`src/rtl/fphub_adder_arbiter.sv`:
```
// Round-robin front end for one shared fixed-latency FPHUB adder.
// Grants at most one operand pair per cycle and registers it into the adder.
// A tag pipeline follows each add and routes the sum back to its owner.
module fphub_adder_arbiter #(
    parameter int M     = 23,
    parameter int E     = 8,
    parameter int N_REQ = 4,
    parameter int LAT   = 3
) (
    input  logic                       clk,
    input  logic                       rst_n,
    input  logic                       en,
    input  logic [N_REQ-1:0]           req_valid,
    output logic [N_REQ-1:0]           req_ready,
    input  logic [N_REQ*(E+M+1)-1:0]   req_x,
    input  logic [N_REQ*(E+M+1)-1:0]   req_y,
    output logic                       add_valid,
    output logic [E+M:0]               add_x,
    output logic [E+M:0]               add_y,
    input  logic [E+M:0]               add_result,
    output logic [N_REQ-1:0]           res_valid,
    output logic [E+M:0]               res_data,
    output logic                       busy
);

    localparam int W     = E + M + 1;
    localparam int PTR_W = $clog2(N_REQ);

    // Round-robin pointer: the requester with the highest priority next cycle.
    logic [PTR_W-1:0] r_ptr;

    // Issue register feeding the adder.
    logic             r_add_valid;
    logic [W-1:0]     r_add_x;
    logic [W-1:0]     r_add_y;
    logic [N_REQ-1:0] r_add_own;

    // Tag pipeline: valid bits and one-hot owners, stage LAT-1 aligns with add_result.
    logic [LAT-1:0]   r_tag_vld;
    logic [N_REQ-1:0] r_tag_own [LAT];

    // Result register.
    logic [N_REQ-1:0] r_res_valid;
    logic [W-1:0]     r_res_data;

    // Arbiter outcome.
    logic             w_grant_any;
    logic [PTR_W-1:0] w_grant_idx;
    logic [N_REQ-1:0] w_grant;
    logic [PTR_W-1:0] w_ptr_next;

    // (p + k) mod N_REQ without relying on N_REQ being a power of two.
    function automatic logic [PTR_W-1:0] wrap_add(input logic [PTR_W-1:0] p, input int k);
        int s;
        s = int'(p) + k;
        if (s >= N_REQ) s = s - N_REQ;
        return s[PTR_W-1:0];
    endfunction

    // Search req_valid from the pointer, wrapping, and pick the first set bit.
    always_comb begin
        // NOTE: every output gets a default first so no path can infer a latch.
        w_grant_any = 1'b0;
        w_grant_idx = '0;
        w_grant     = '0;
        if (en) begin
            for (int k = 0; k < N_REQ; k++) begin
                if (!w_grant_any && req_valid[wrap_add(r_ptr, k)]) begin
                    w_grant_any = 1'b1;
                    w_grant_idx = wrap_add(r_ptr, k);
                end
            end
        end
        if (w_grant_any) w_grant[w_grant_idx] = 1'b1;
        w_ptr_next = wrap_add(w_grant_idx, 1);
    end

    assign req_ready = w_grant;

    // Register the winning operand pair and move the pointer past the winner.
    always_ff @(posedge clk or negedge rst_n) begin
        if (!rst_n) begin
            r_ptr       <= '0;
            r_add_valid <= 1'b0;
            r_add_x     <= '0;
            r_add_y     <= '0;
            r_add_own   <= '0;
        end else begin
            // NOTE: non-blocking assignments so every flop samples pre-edge values.
            r_add_valid <= w_grant_any;
            if (w_grant_any) begin
                r_add_x   <= req_x[w_grant_idx*W +: W];
                r_add_y   <= req_y[w_grant_idx*W +: W];
                r_add_own <= w_grant;
                r_ptr     <= w_ptr_next;
            end
        end
    end

    // Shift the tag valid bits every cycle, so disabling issue still drains the pipe.
    always_ff @(posedge clk or negedge rst_n) begin
        if (!rst_n) begin
            r_tag_vld <= '0;
        end else begin
            r_tag_vld[0] <= r_add_valid;
            for (int k = 1; k < LAT; k++) begin
                r_tag_vld[k] <= r_tag_vld[k-1];
            end
        end
    end

    // Shift the owner tags alongside the valid bits.
    // NOTE: owner tags carry no reset; they are only looked at when their valid bit is set.
    always_ff @(posedge clk) begin
        r_tag_own[0] <= r_add_own;
        for (int k = 1; k < LAT; k++) begin
            r_tag_own[k] <= r_tag_own[k-1];
        end
    end

    // Capture the adder sum and raise the owner's strobe for one cycle.
    always_ff @(posedge clk or negedge rst_n) begin
        if (!rst_n) begin
            r_res_valid <= '0;
            r_res_data  <= '0;
        end else if (r_tag_vld[LAT-1]) begin
            r_res_valid <= r_tag_own[LAT-1];
            r_res_data  <= add_result;
        end else begin
            r_res_valid <= '0;
        end
    end

    assign add_valid = r_add_valid;
    assign add_x     = r_add_x;
    assign add_y     = r_add_y;
    assign res_valid = r_res_valid;
    assign res_data  = r_res_data;
    assign busy      = r_add_valid | (|r_tag_vld);

endmodule

```
`config.mk`:
```
export PLATFORM = sky130hd
export DESIGN_NAME = fphub_adder_arbiter
export DESIGN_NICKNAME = d
export VERILOG_FILES = /design/src/rtl/fphub_adder_arbiter.sv
export SDC_FILE = /design/constraint.sdc
export NUM_CORES = 1
export LEC_CHECK = 0
export CAP_MARGIN = 15
export CELL_PAD_IN_SITES_DETAIL_PLACEMENT = 0
export CELL_PAD_IN_SITES_GLOBAL_PLACEMENT = 2
export CORE_AREA = 2 2 156 158
export CTS_BUF_LIST = sky130_fd_sc_hd__clkbuf_8
export CTS_CLUSTER_DIAMETER = 80
export DETAILED_ROUTE_END_ITERATION = 10
export DIE_AREA = 0 0 158 160
export DONT_BUFFER_PORTS = 1
export HOLD_SLACK_MARGIN = 0.02
export PLACE_DENSITY_LB_ADDON = 0.1
export SYNTH_ARGS = -nofsm -noshare
export SYNTH_HDL_FRONTEND = slang
export SYNTH_SLANG_ARGS = --single-unit
```
`constraint.sdc`:
```
create_clock -name clk -period 6.6 [get_ports clk]
set_clock_uncertainty 0.15 [all_clocks]
set_input_delay 1.32 -clock clk [delete_from_list [all_inputs] [get_ports clk]]
set_output_delay 1.32 -clock clk [all_outputs]
set_load 0.02 [all_outputs]
```
# Word level (Yosys, flattened, before mapping)
# Memory sizes are Yosys's and may differ from the RTL's.
# Index checks and enable logic that the tools add are counted.
op_classes:
  reduce_logical: 8
  shift: 2
  bitwise_logic: 1
  addsub: 9
  order_cmp: 11
  muxes: 34
ops:
  columns: ["op", "count"]
  rows:
  - ["variable part select 128 x 8 -> 32 bit", 2]
  - ["two-way mux 2 bit", 14]
  - ["< comparator 2 x 3 -> 1 bit (second input constant)", 5]
  - ["two-way mux 1 bit", 13]
  - [">= comparator 3 bit (second input constant)", 4]
  - ["subtractor 2 x 1 -> 2 bit (second input constant)", 5]
  - ["binary-select mux 1 bit (select 2 bit)", 4]
  - ["two-way mux 4 bit", 2]
  - ["adder 2 x 1 -> 3 bit (second input constant)", 2]
  - ["adder 2 x 2 -> 3 bit (second input constant)", 2]
  - ["logical AND 1 bit", 4]
  - [">= comparator 2 x 3 -> 1 bit (second input constant)", 1]
  - ["zero test 1 bit", 3]
  - ["OR reduction 3 bit", 1]
  - ["demux 1 bit (select 2 bit)", 1]
  - [">= comparator 2 x 1 -> 1 bit (second input constant)", 1]
  - ["OR 1 bit", 1]
totals:
  output_inout_bits: 106
  mem_bits_rw: 12
  ff_bits: 110
  mem_count: 1
  inputBits: 295
  wordCells: 74
memory_table:
  columns: ["memory", "depth", "width", "read_ports", "rd_ports_with_merged_regs", "write_ports", "line_no", "source"]
  rows:
  - ["r_tag_own", 3, 4, 3, 0, 3, "40", "logic [N_REQ-1:0] r_tag_own [LAT];"]

# Longest topological paths before layout
depth:
  depth_word: 24
  mapped_depth: 10
  mapped_depth_nobuf: 8

# Worst setup path after synthesis
# No wires, ideal clock.
synth_timing:
  kind: "input to output"
  start: "input port req_valid[0]"
  end: "output port req_ready[1]"
  path_stages: 8
  n_path_buf: 2
  slack_ns: 2.336
  arrival_time_ns: 2.794
  required_ns: 5.130
  path_cell_list: "or3b_2 nand2_1 nor3b_2 buf_2 inv_1 buf_2 ha_1 and2_1"
synth_between:
  elab_chain_cells: 21
  elab_cells_between_ends: 33
  cone_classes: "2 x order compare; 24 x mux; 7 x reduce/logical"
synth_rtl:
  columns: ["element", "line_no", "source"]
  rows:
  - ["start, declared", "13", "input logic [N_REQ-1:0] req_valid,"]
  - ["binary-select mux 1 bit (select 2 bit)", "68", "if (!w_grant_any && req_valid[wrap_add(r_ptr, k)]) begin"]
  - ["two-way mux 1 bit (implied by the code)", "68", null]
  - ["two-way mux 1 bit", "68", null]
  - ["two-way mux 1 bit", "66", "if (en) begin"]
  - ["zero test 1 bit", "68", null]
  - ["logical AND 1 bit", "68", null]
  - ["two-way mux 1 bit", "68", null]
  - ["two-way mux 1 bit", "66", null]
  - ["[... 5 more ...]", null, null]
  - ["logical AND 1 bit", "68", null]
  - ["two-way mux 2 bit", "68", null]
  - ["two-way mux 2 bit", "66", null]
  - ["< comparator 2 x 3 -> 1 bit (implied by the code) / >= comparator 2 x 1 -> 1 bit (equally long branches)", "74", "if (w_grant_any) w_grant[w_grant_idx] = 1'b1;"]
  - ["logical AND 1 bit (implied by the code)", "74", null]
  - ["two-way mux 1 bit (implied by the code)", "74", null]
  - ["demux 1 bit (select 2 bit)", "74", null]
  - ["two-way mux 4 bit (*)", "74", null]
  - ["end, declared", "14", "output logic [N_REQ-1:0] req_ready,"]
# Every way passes the cells marked *; elsewhere a longest branch is shown, timed or not. The select of a mux whose other input is x is not followed.

# Worst setup path after layout
layout_timing:
  start: "input port req_valid[2]"
  end: "output port req_ready[2]"
# Same word-level chain as after synthesis.

==> flow_metrics.tcl <==
set metrics [dict create \
    clkTransAtPathRegs_ns 0.08 \
    place_hpwl_um 17200 \
    synthCells 685 \
    die_w_um 158 \
    drc 0 \
    drive_gt1_share_pct 13.5 \
    nets 944 \
    yosys.area.top_type "dfrtp_1" \
    synth.yosys.seq_area_share_pct 44.1 \
    worstSkewPairLatency_ns 0.44 \
    cts_root_buffer "clkbuf_8" \
    synth.area.top_cells "dfrtp_1 (41%), nand4b_1 (6.7%), a2bb2oi_1 (6.6%)" \
    crit_arrival_ns 3.54 \
    min_path_type "flip-flop to flip-flop" \
    rsz0062_at_grt "no" \
    synth_flop_cell "dfrtp_1" \
    peakVddDrop_v 0.000133 \
    tightest_slew_ns 0.919 \
    crit_buf_inv 1 \
    post-route-period-util_pct 75.9 \
    synth_most_common_cell "dfrtp_1" \
    async_flop_share_pct 90.2 \
    cts_buffer_depth 2 \
    use_met3_pct 5.48 \
    cp_top_family "simple AND/OR/NAND/NOR gates" \
    syn-cell-area_um2 6790 \
    fmaxAchievable_mhz 200 \
    yosysUniqueCellTypes 36 \
    routed_wirelength_um 25800 \
    gr-usage-all-layers_pct 19.7 \
    syn_to_final_growth_pct 9.54 \
    grt_pass1_wl_um 37900 \
    cts_tree "done" \
    power_per_cell_area_nw_per_um2 354 \
    routed_via_density 5.90 \
    cts_sinks 122 \
    cts_setup_buffers 0 \
    status "finished clean" \
    critical_path_class "input pin to output pin" \
    core_um2 23800 \
    grt_busiest_layer "met2" \
    placed_area_um2 7040 \
    dieHeight_um 160 \
    tns_ns 0 \
    utilization_pct 31.2 \
    cts_resized 0 \
    grtUsageMet1_pct 24.4 \
    max_stage_delay_ns 0.70 \
    grt_pass1_vias 5999 \
    port-buffer-count 0 \
    wl_per_cell_um 26.2 \
    cts_buffers 17 \
    place.gp.congestion 0.759 \
    synth_top_area_share_pct 40.5 \
    grt_use_met2_pct 32.3 \
    drv_slew 0 \
    routed-via-count 5827 \
    cts_hold_buf 0 \
    antenna_found_initial 5 \
    design_area_um2 7440 \
    drt-initial-drc-count 281 \
    dr.pass1.iters 5 \
    synth-seq-cells 122 \
    grt_start_max_net_pins 111 \
    maxSlewHeadroom_pct 38.5 \
    die_area_um2 25300 \
    p_leak_nw 2.91 \
    finalCriticalPeriod_ns 5.01 \
    ios 401 \
    synth-edff-count 0 \
    cts.htree.levels 4 \
    path_cells "or2_1 -> o31ai_4 -> nor2_1 -> inv_2 -> ha_1 -> and2_1" \
    crit_path_start_kind "input pin" \
    start_util_pct 28.5 \
    critPathRequiredTime_ns 5.13 \
    maxCapViolations 0 \
    ant_nets 0 \
    rows 57 \
    grt.overflow.total 0 \
    syn_area_per_cell_um2 9.91 \
    yosysWarnings 0 \
    synth_common_cells "dfrtp_1 (110), nand2_1 (69), clkbuf_1 (56), a21oi_1 (52), nand4b_1 (52)" \
    crit_slowest_cell "o31ai_4" \
    hold_viol 0 \
    setup_viol 0 \
    critPathMaxFanout 27 \
    worstSetupEndpointType "output pin" \
    syn_nets 984 \
]
-- logic make-up after synthesis --
| family | synth area share [%] |
|---|---|
| fa+ha+maj | 0.737 |
| buf+inv | 4.40 |
| flops | 44.1 |
| simple gates | 13.0 |
| mux | 7.39 |
| compound gates | 30.4 |
-- final timing paths --
check | from | endpoint | slack, ns | depth (start not counted)
max in group asynchronous | rst_n | add_x[25] | 5.74 | 0
min | r_tag_own[0][7] | r_tag_own[0][11] | 0.18 | 0
min in group asynchronous | rst_n | res_data[8] | 0.41 | 0
max reg2reg | r_ptr[1] | add_y[0] | 3.47 | 8
min reg2reg | r_tag_own[0][7] | r_tag_own[0][11] | 0.18 | 0
max | req_valid[2] | req_ready[2] | 1.59 | 6
-- cell type report --
cell class	count	area, µm²
fill	2522	16400
clock buffer	17	234
sequential	122	2990
clock inverter	15	151
inverter	4	15.0
timing repair buffer	12	90.1
tap	324	405
multi-input combinational	488	3540
antenna	5	12.5
-- placed cells by master, fill, tap and decap left out, drive strengths merged, types with 2 or more instances in the layout --
master    Yosys  layout
dfrtp       110     110
nand2        70      70
nand4b       52      52
a21oi        52      52
o21bai       51      51
a2bb2oi      51      51
a31oi        51      51
o211ai       51      51
mux2         33      33
clkbuf       56      17
mux2i        13      13
o22ai        13      13
o221ai       13      13
buf          15      12
dfxtp        12      12
inv           4      12
and2          9       9
diode         0       5
a21o          5       5
clkinv        0       5
nand2b        4       4
ha            4       4
nor2          3       3
nand3b        2       2
nand3         2       2
o21ai         2       2
clkinvlp      0       2
or2           2       2
-- routing by layer --
| metal | up-vias | routed length, µm | share of wire, % |
|---|---|---|---|
| met3 | 43 | 2370 | 9.2 |
| met4 | 0 | 666 | 2.6 |
| met5 | - | 0 | 0 |
| met1 | 2855 | 10300 | 40 |
| li1 | 2592 | - | - |
| met2 | 337 | 12500 | 48 |
-- registers in the layout, summed over array words and instances, names as in the netlist --
| register | cells |
|---|---|
| res_valid | 4 |
| res_data | 32 |
| r_tag_own | 12 |
| r_tag_vld | 3 |
| add_x | 32 |
| add_y | 32 |
| add_valid | 1 |
| r_ptr | 2 |
| r_add_own | 4 |
-- where the power goes --
group | total [W] | internal (W) | switching, W
Combinational | 0.000708 | 0.000288 | 0.000420
Clock | 0.000670 | 0.000281 | 0.000389
Sequential | 0.00125 | 0.000916 | 0.000338
Total | 0.00263 | 0.00148 | 0.00115
-- stage by stage --
stage | instances | setup slack [ns] | power [W] | hold slack, ns
6_report | 987 | 1.59 | 0.00263 | 0.181
3_3_place_gp | 950 | 1.49 | 0.00197 | 0.162
4_1_cts | 982 | 1.48 | 0.00268 | 0.181
3_5_place_dp | 950 | 1.47 | 0.00199 | 0.162
2_1_floorplan | 685 | 2.34 | 0.00177 | 0.160
5_1_grt | 986 | 1.36 | 0.00280 | 0.187
No activity file was read; power rests on OpenSTA's default activity.
